### src/rtl/instr_mem_loader.sv
// Instruction memory loader: packs a byte stream into 16-bit words, low byte first,
// and writes them upward from BASE_ADDR. Define LOADER_CHECKSUM_EN for a trailing XOR checksum byte.
module instr_mem_loader #(
   parameter int unsigned       ADDR_W    = 8,
   parameter logic [ADDR_W-1:0] BASE_ADDR = '0
) (
   input  logic              clk,
   input  logic              rst,
   input  logic              start,
   input  logic [ADDR_W-1:0] word_count,
   input  logic              in_valid,
   input  logic [7:0]        in_data,
   output logic              in_ready,
   output logic              mem_we,
   output logic [ADDR_W-1:0] mem_addr,
   output logic [15:0]       mem_wdata,
   output logic              busy,
   output logic              done,
   output logic              err
);
   localparam int unsigned      CNT_W      = ADDR_W + 1;
   localparam int unsigned      BYTE_W     = 8;
   localparam int unsigned      WORD_W     = 16;
   localparam logic [CNT_W-1:0] FULL_COUNT = CNT_W'(1) << ADDR_W;

   typedef enum logic [2:0] {
      S_IDLE,
      S_LOW,
      S_HIGH,
      S_WRITE,
      S_FINISH,
      S_CHK
   } state_t;

`ifdef LOADER_CHECKSUM_EN
   localparam state_t LAST_STATE = S_CHK;
`else
   localparam state_t LAST_STATE = S_FINISH;
`endif

   state_t            state, state_nxt;
   logic [CNT_W-1:0]  remaining, remaining_nxt;
   logic [BYTE_W-1:0] low_byte, low_byte_nxt;
   logic [ADDR_W-1:0] mem_addr_nxt;
   logic [WORD_W-1:0] mem_wdata_nxt;
   logic              in_ready_nxt, mem_we_nxt, busy_nxt, done_nxt;
   logic              xfer;

   assign xfer = in_valid & in_ready;

   // State and registered outputs
   always_ff @(posedge clk or posedge rst) begin
      if (rst) begin
         state     <= S_IDLE;
         in_ready  <= 1'b0;
         mem_we    <= 1'b0;
         busy      <= 1'b0;
         done      <= 1'b0;
         mem_addr  <= BASE_ADDR;
         mem_wdata <= '0;
         remaining <= '0;
         low_byte  <= '0;
      end else begin
         state     <= state_nxt;
         in_ready  <= in_ready_nxt;
         mem_we    <= mem_we_nxt;
         busy      <= busy_nxt;
         done      <= done_nxt;
         mem_addr  <= mem_addr_nxt;
         mem_wdata <= mem_wdata_nxt;
         remaining <= remaining_nxt;
         low_byte  <= low_byte_nxt;
      end
   end

   // Next-state logic
   always_comb begin
      state_nxt = state;
      unique case (state)
         S_IDLE:   if (start) state_nxt = S_LOW;
         S_LOW:    if (xfer) state_nxt = S_HIGH;
         S_HIGH:   if (xfer) state_nxt = S_WRITE;
         S_WRITE:  state_nxt = (remaining == CNT_W'(1)) ? LAST_STATE : S_LOW;
         S_CHK:    if (xfer) state_nxt = S_FINISH;
         S_FINISH: state_nxt = S_IDLE;
         default:  state_nxt = S_IDLE;
      endcase
   end

   // Output/datapath next values; handshake flags decode the upcoming state
   always_comb begin
      in_ready_nxt  = (state_nxt == S_LOW) || (state_nxt == S_HIGH) || (state_nxt == S_CHK);
      mem_we_nxt    = (state_nxt == S_WRITE);
      done_nxt      = (state_nxt == S_FINISH);
      busy_nxt      = (state_nxt != S_IDLE) && (state_nxt != S_FINISH);
      remaining_nxt = remaining;
      low_byte_nxt  = low_byte;
      mem_addr_nxt  = mem_addr;
      mem_wdata_nxt = mem_wdata;
      unique case (state)
         S_IDLE: begin
            if (start) begin
               remaining_nxt = (word_count == '0) ? FULL_COUNT : CNT_W'(word_count);
               mem_addr_nxt  = BASE_ADDR;
            end
         end
         S_LOW:   if (xfer) low_byte_nxt = in_data;
         S_HIGH:  if (xfer) mem_wdata_nxt = {in_data, low_byte};
         S_WRITE: begin
            mem_addr_nxt  = mem_addr + ADDR_W'(1);
            remaining_nxt = remaining - CNT_W'(1);
         end
         default: ;
      endcase
   end

`ifdef LOADER_CHECKSUM_EN
   logic [BYTE_W-1:0] chk_acc, chk_acc_nxt;
   logic              err_nxt;

   // Running XOR of data bytes, compared against the trailing checksum byte
   always_comb begin
      chk_acc_nxt = chk_acc;
      err_nxt     = err;
      if ((state == S_IDLE) && start) begin
         chk_acc_nxt = '0;
         err_nxt     = 1'b0;
      end else if (xfer && ((state == S_LOW) || (state == S_HIGH))) begin
         chk_acc_nxt = chk_acc ^ in_data;
      end else if (xfer && (state == S_CHK)) begin
         err_nxt = (in_data != chk_acc);
      end
   end

   always_ff @(posedge clk or posedge rst) begin
      if (rst) begin
         chk_acc <= '0;
         err     <= 1'b0;
      end else begin
         chk_acc <= chk_acc_nxt;
         err     <= err_nxt;
      end
   end
`else
   assign err = 1'b0;
`endif

endmodule

### config.mk
export PLATFORM = sky130hd
export DESIGN_NAME = instr_mem_loader
export DESIGN_NICKNAME = d
export VERILOG_FILES = /design/src/rtl/instr_mem_loader.sv
export SDC_FILE = /design/constraint.sdc
export NUM_CORES = 1
export LEC_CHECK = 0
export ABC_AREA = 1
export CAP_MARGIN = 5
export CELL_PAD_IN_SITES_DETAIL_PLACEMENT = 0
export CELL_PAD_IN_SITES_GLOBAL_PLACEMENT = 1
export CORE_AREA = 2 2 82 84
export DETAILED_ROUTE_END_ITERATION = 6
export DIE_AREA = 0 0 84 86
export PLACE_DENSITY_LB_ADDON = 0.1
export SYNTH_ARGS = -nofsm -noshare
export SYNTH_HDL_FRONTEND = slang
export SYNTH_SLANG_ARGS = --single-unit
### constraint.sdc
create_clock -name clk -period 1.8 [get_ports clk]
set_clock_uncertainty 0.15 [all_clocks]
set_input_delay 0.36 -clock clk [delete_from_list [all_inputs] [get_ports clk]]
set_output_delay 0.36 -clock clk [all_outputs]
set_load 0.005 [all_outputs]
==> impl_metrics.env, run 1 <==
export IMPL_hpwlAfterDp_mm=3.64
export IMPL_firstDrtPassIters=4
export IMPL_cts_tree="yes"
export IMPL_status="finished, final reports clean"
export IMPL_vdd_drop_max_uv=533
export IMPL_cts_hold_buf=0
export IMPL_finalCritPeriodShare_pct=95.8
export IMPL_p_clk_share_pct=17.2
export IMPL_grt_first_pass_wirelength_mm=8.87
export IMPL_worstPathMaxFanout=6
export IMPL_ys_ff_latch=48
export IMPL_start_kind="register"
export IMPL_r2r_cells=7
export IMPL_fin_crit_ps=1720
export IMPL_io_buffers=47
export IMPL_critPathTopFamily="buffers and inverters"
export IMPL_grt_pass1_vias=1932
export IMPL_fin_setup_tns_ps=0
export IMPL_clk_pin_slew_worst_paths_ps=90
export IMPL_ys_warn_count=0
export IMPL_hp_class="in -> async"
export IMPL_drt_antenna_violating_nets=0
export IMPL_worstReg2RegStart="remaining[1]"
export IMPL_cts_htree_levels=2
export IMPL_power_switching_w=0.00163
export IMPL_internal_power_w=0.00286
export IMPL_maxCapViolCount=0
export IMPL_cts_buffers=5
export IMPL_first_iter_violations=69
export IMPL_rsz0062_at_grt="false"
export IMPL_clkLatencyLatePin_ps=300
export IMPL_mostFrequentLayoutCells="nand2_1, clkdlybuf4s50_1, dfrtp_1"
export IMPL_seqPwrFrac_pct=39.8
export IMPL_synth_cells=276
export IMPL_via_count=1868
export IMPL_cp_arrival_ps=1210
export IMPL_layout_commonest_cell="nand2_1"
export IMPL_path_class="reg -> out"
export IMPL_initial_core_util_pct=36.7
export IMPL_hold_viol=0
export IMPL_met1Wirelength_mm=2.38
export IMPL_setup_viol=0
export IMPL_p_leak_nw=1.46
export IMPL_cts_root_buffer_cell="clkbuf_8"
export IMPL_routedWlPerCell_um=12.2
export IMPL_diodes=0
export IMPL_wl_met2_mm=2.41
export IMPL_die_w_um=84
export IMPL_finalMaxSlewViolations=0
export IMPL_core_area_um2=6280
export IMPL_cts_sinks=48
export IMPL_die_area_um2=7220
export IMPL_gr_total_overflow=0
export IMPL_cp_required_ps=1290
export IMPL_die_h_um=86
export IMPL_r2r_setup_slack_ps=180
export IMPL_path_cells="clkdlybuf4s50_1"
export IMPL_cts_buffer_depth=2
export IMPL_nNetsFinal=358
export IMPL_sw_frac_of_total_pct=36.3
export IMPL_comb_power_share_pct=43.0
export IMPL_netlist_cell_type_count=23
export IMPL_antenna_found_initial=0
export IMPL_post_synth_cell_area_avg_um2=8.35
export IMPL_timing_critical_path_buf_inv=1
export IMPL_route_met3_wl_um=205
export IMPL_powerDensity_nw_per_um2=1490
export IMPL_top_layer_used="met4"
export IMPL_r2r_end="remaining[6]"
export IMPL_grt_max_degree=43
export IMPL_pin_count=49
export IMPL_wirelength_mm=5.04
export IMPL_slowest_stage="clkdlybuf4s50_1"
export IMPL_drive_gt1_share_pct=13.4
export IMPL_area_growth_pct=30.6
export IMPL_syn_area_um2=2300
export IMPL_gp_congestion=0.794
export IMPL_synth_fp_nets=299
export IMPL_cpPeakStageDelay_ps=510
export IMPL_fmax_mhz=580
export IMPL_rows=29
export IMPL_drt_vias_per_instance=4.52
export IMPL_yosysSeqAreaShare_pct=52.1
export IMPL_utilization_pct=47.9
export IMPL_route_detailed_drc=0
export IMPL_endpoint_kind="output pin"
export IMPL_gr_usage_all_layers_pct=15.3
-- synthesized netlist by cell type --
cell type / number / area, µm²
o21ai_1: 11 / 55.1
dfrtp_1: 48 / 1200
o21ai_2: 6 / 52.6
nand3_2: 5 / 50.1
nand2_1: 79 / 297
nand3_1: 16 / 80.1
a21oi_1: 3 / 15.0
nor3_1: 1 / 5.00
nor2_1: 25 / 93.8
buf_4: 1 / 7.51
clkinv_2: 1 / 5.00
o211ai_1: 4 / 30.0
nand4_1: 4 / 25.0
o221ai_1: 1 / 8.76
inv_2: 6 / 22.5
nor2_2: 2 / 12.5
inv_1: 35 / 131
ha_1: 3 / 37.5
nand2_2: 1 / 6.26
o21ai_0: 15 / 75.1
conb_1: 1 / 3.75
buf_6: 6 / 67.6
nor2_4: 2 / 22.5
-- per-stage QoR --
step           std cells  worst slack, ps  hold WS (ps)  power [W]  instance area [µm²]
3_5_place_dp         403             47.4           310    0.00376                 2880
4_1_cts              412             6.81           114    0.00457                 3000
6_report             413             75.7           121    0.00450                 3010
2_1_floorplan        276              146           299    0.00293                 2300
3_3_place_gp         403             82.9           310    0.00376                 2880
5_1_grt              413             16.1           125    0.00493                 3010
-- state kept, by name, indices dropped and copies added (netlist names) --
register,flops
remaining,9
mem_addr,8
done,1
mem_we,1
in_ready,1
busy,1
mem_wdata,16
low_byte,8
state,3
-- cell type report --
| type | count | area [µm²] |
|---|---|---|
| clock inverters | 2 | 35.0 |
| inverters | 42 | 159 |
| multi-input cells | 179 | 870 |
| flip-flops and latches | 48 | 1200 |
| well taps | 77 | 96.3 |
| repair buffers | 59 | 573 |
| fillers | 656 | 3270 |
| clock buffers | 6 | 72.6 |
-- cell families (layout without fill, tap and decap cells) --
group | after synthesis | in the layout | share of synthesized area, %
AOI/OAI and AO/OA | 40 | 40 | 10.3
adders and majority gates | 3 | 3 | 1.63
buffers and inverters | 49 | 109 | 10.2
DFF | 48 | 48 | 52.1
other | 1 | 1 | 0.163
and+or+nand+nor | 135 | 135 | 25.7
-- per-layer routing --
layer | vias up | GRT usage [%]
met5 | - | 0
met4 | 0 | 4.69
met3 | 4 | 3.75
met2 | 40 | 25.7
met1 | 845 | 19.7
li1 | 979 | -
-- power groups by stage --
stage          combinational, W  clock, W  sequential (W)
6_report                0.00193  0.000775         0.00179
4_1_cts                 0.00196  0.000815         0.00179
3_3_place_gp            0.00194         0         0.00181
5_1_grt                 0.00222  0.000850         0.00186
3_5_place_dp            0.00195         0         0.00181
2_1_floorplan           0.00115         0         0.00178
-- worst max-delay path by stage --
| stage | from | endpoint | slack [ps] | cells after the start |
|---|---|---|---|---|
| global route | remaining[1] | remaining[6] | 20 | 7 |
| global placement | in_valid | mem_wdata[10] | 80 | 6 |
| finish | mem_addr[2] | mem_addr[2] | 80 | 1 |
| CTS | mem_addr[4] | mem_addr[4] | 7 | 1 |
| floorplan | rst | busy | 150 | 1 |
| detailed placement | in_valid | mem_wdata[5] | 50 | 6 |
-- worst reg2reg max path, stage by stage, from the launching register on --
cell and delay [ps]:
dfrtp_1 370, inv_1 130, ha_1 220, inv_1 70
nor2_1 270, nand3_1 110, nand3_1 100, o211ai_1 90
-- repair_timing --
| action | 4_1_cts | 5_1_grt |
|---|---|---|
| resized for setup | 0 | 2 |
| setup buffers | 1 | 1 |
| endpoints found under the hold margin | 0 | 0 |
| endpoints found under the setup margin | 1 | 3 |
Note: power is estimated with default switching activity, not from simulation.
==> run 2, diff against run 1 <==
Settings changed: CORE_AREA 2 2 82 84 to 2 2 87 89, DIE_AREA 0 0 84 86 to 0 0 89 91.
==> impl_metrics.env, run 2 (synthesis results as in run 1) <==
export IMPL_fin_cells=437
export IMPL_first_iter_violations=96
export IMPL_comb_power_share_pct=44.9
export IMPL_powerDensity_nw_per_um2=1460
export IMPL_grt_pass1_vias=1868
export IMPL_grt_first_pass_wirelength_mm=8.83
export IMPL_seq_area_um2=1200
export IMPL_hpwlAfterDp_mm=3.91
export IMPL_drive_gt1_share_pct=13.6
export IMPL_drt_antenna_violating_nets=0
export IMPL_initial_core_util_pct=32.3
export IMPL_cts_buffer_depth=2
export IMPL_worstPathMaxFanout=4
export IMPL_timing_critical_path_buf_inv=1
export IMPL_hp_class="in -> async"
export IMPL_finalMaxSlewViolations=0
export IMPL_clk_pin_slew_worst_paths_ps=90
export IMPL_fmax_mhz=578
export IMPL_start_kind="register"
export IMPL_core_area_um2=7140
export IMPL_largest_register="mem_wdata"
export IMPL_clkLatencyLatePin_ps=300
export IMPL_hold_viol=0
export IMPL_status="finished, final reports clean"
export IMPL_die_h_um=91
export IMPL_pin_count=49
export IMPL_seqPwrFrac_pct=40.0
export IMPL_path_cells="clkdlybuf4s50_1"
export IMPL_power_switching_w=0.00170
export IMPL_diodes=0
export IMPL_slowest_stage="clkdlybuf4s50_1"
export IMPL_die_w_um=89
export IMPL_routedWlPerCell_um=12.2
export IMPL_antenna_found_initial=0
export IMPL_nNetsFinal=360
export IMPL_fin_crit_ps=1730
export IMPL_mostFrequentLayoutCells="nand2_1, dfrtp_1, clkdlybuf4s50_1"
export IMPL_gr_total_overflow=0
export IMPL_multi_input_area_um2=870
export IMPL_cts_htree_levels=2
export IMPL_internal_power_w=0.00275
export IMPL_sw_frac_of_total_pct=38.2
export IMPL_area_growth_pct=31.5
export IMPL_die_area_um2=8100
export IMPL_firstDrtPassIters=4
export IMPL_cp_arrival_ps=1220
export IMPL_cts_sinks=48
export IMPL_gr_usage_all_layers_pct=13.9
export IMPL_cts_buffers=5
export IMPL_p_leak_nw=1.46
export IMPL_drt_vias_per_instance=4.32
export IMPL_finalCritPeriodShare_pct=96.1
export IMPL_endpoint_kind="output pin"
export IMPL_grt_max_degree=28
export IMPL_p_clk_share_pct=15.0
export IMPL_path_class="reg -> out"
export IMPL_cts_tree="yes"
export IMPL_cts_root_buffer_cell="clkbuf_8"
export IMPL_via_count=1886
export IMPL_cpPeakStageDelay_ps=520
export IMPL_largest_reg_flops=16
export IMPL_fin_setup_tns_ps=0
export IMPL_layout_commonest_cell="nand2_1"
export IMPL_vdd_drop_max_uv=615
export IMPL_io_buffers=47
export IMPL_wirelength_mm=5.31
export IMPL_route_detailed_drc=0
export IMPL_rows=31
export IMPL_rsz0062_at_grt="false"
export IMPL_gp_congestion=0.812
export IMPL_reg_top3="mem_wdata (16), remaining (9)"
export IMPL_cp_required_ps=1290
export IMPL_setup_viol=0
export IMPL_fillers=740
export IMPL_maxCapViolCount=0
export IMPL_place_inst=426
export IMPL_critPathTopFamily="buffers and inverters"
## run 2: area by class of cell
type,count,share of cell area (%)
Timing Repair Buffer,61,19.4
Tap cell,99,4.09
Sequential cell,48,39.7
Inverter,42,5.24
Clock buffer,6,2.39
Multi-Input combinational cell,179,28.7
Clock inverter,2,0.537
## run 2: path summary, 6_finish.rpt
path                          startpoint       endpoint  slack, ps  cells after the start
max in group asynchronous            rst           done        900                      3
setup / recovery             mem_addr[1]    mem_addr[1]         70                      1
hold reg to reg            mem_wdata[13]  mem_wdata[13]        330                      2
setup reg to reg            remaining[1]   remaining[6]        210                      7
hold / removal                       rst   remaining[6]        140                      2
min in group clk           mem_wdata[13]  mem_wdata[13]        330                      2
## run 2: power by group through the flow
stage / Sequential, W / Clock [W] / Combinational, W
2_1_floorplan: 0.00178 / 0 / 0.00115
3_3_place_gp: 0.00182 / 0 / 0.00195
3_5_place_dp: 0.00181 / 0 / 0.00197
4_1_cts: 0.00179 / 0.000699 / 0.00200
5_1_grt: 0.00183 / 0.000745 / 0.00227
6_report: 0.00178 / 0.000668 / 0.00199
## run 2: per-layer routing
metal	wire length, µm	GRT usage, %	vias up
li1	-	-	984
met1	2500	18.4	862
met2	2550	22.9	34
met3	195	3.00	6
met4	62	3.73	0
met5	0	0	-
## run 2: timing repair
item,4_1_cts,5_1_grt
hold buffers,0,0
buffers inserted,1,2
setup endpoints to repair,1,3
resized for setup,0,1
## run 2: stage by stage
step           total power, W  area, µm²  utilization [%]  worst slack [ps]  hold slack, ps
6_report              0.00444       3030             42.5              69.5             140
5_1_grt               0.00484       3030             42.5             0.577             164
4_1_cts               0.00449       3020             42.3              16.8             147
3_5_place_dp          0.00378       2920             40.9              21.4             307
3_3_place_gp          0.00377       2920             40.9              51.8             308
2_1_floorplan         0.00293       2300                -               146             299
## run 2: worst reg2reg max path: cells and delay by family (launching register included)
family,cells,cell delay [ps]
AOI/OAI and AO/OA,1,90
DFF,1,370
adders and majority gates,1,220
buffers and inverters,2,200
and+or+nand+nor,3,460
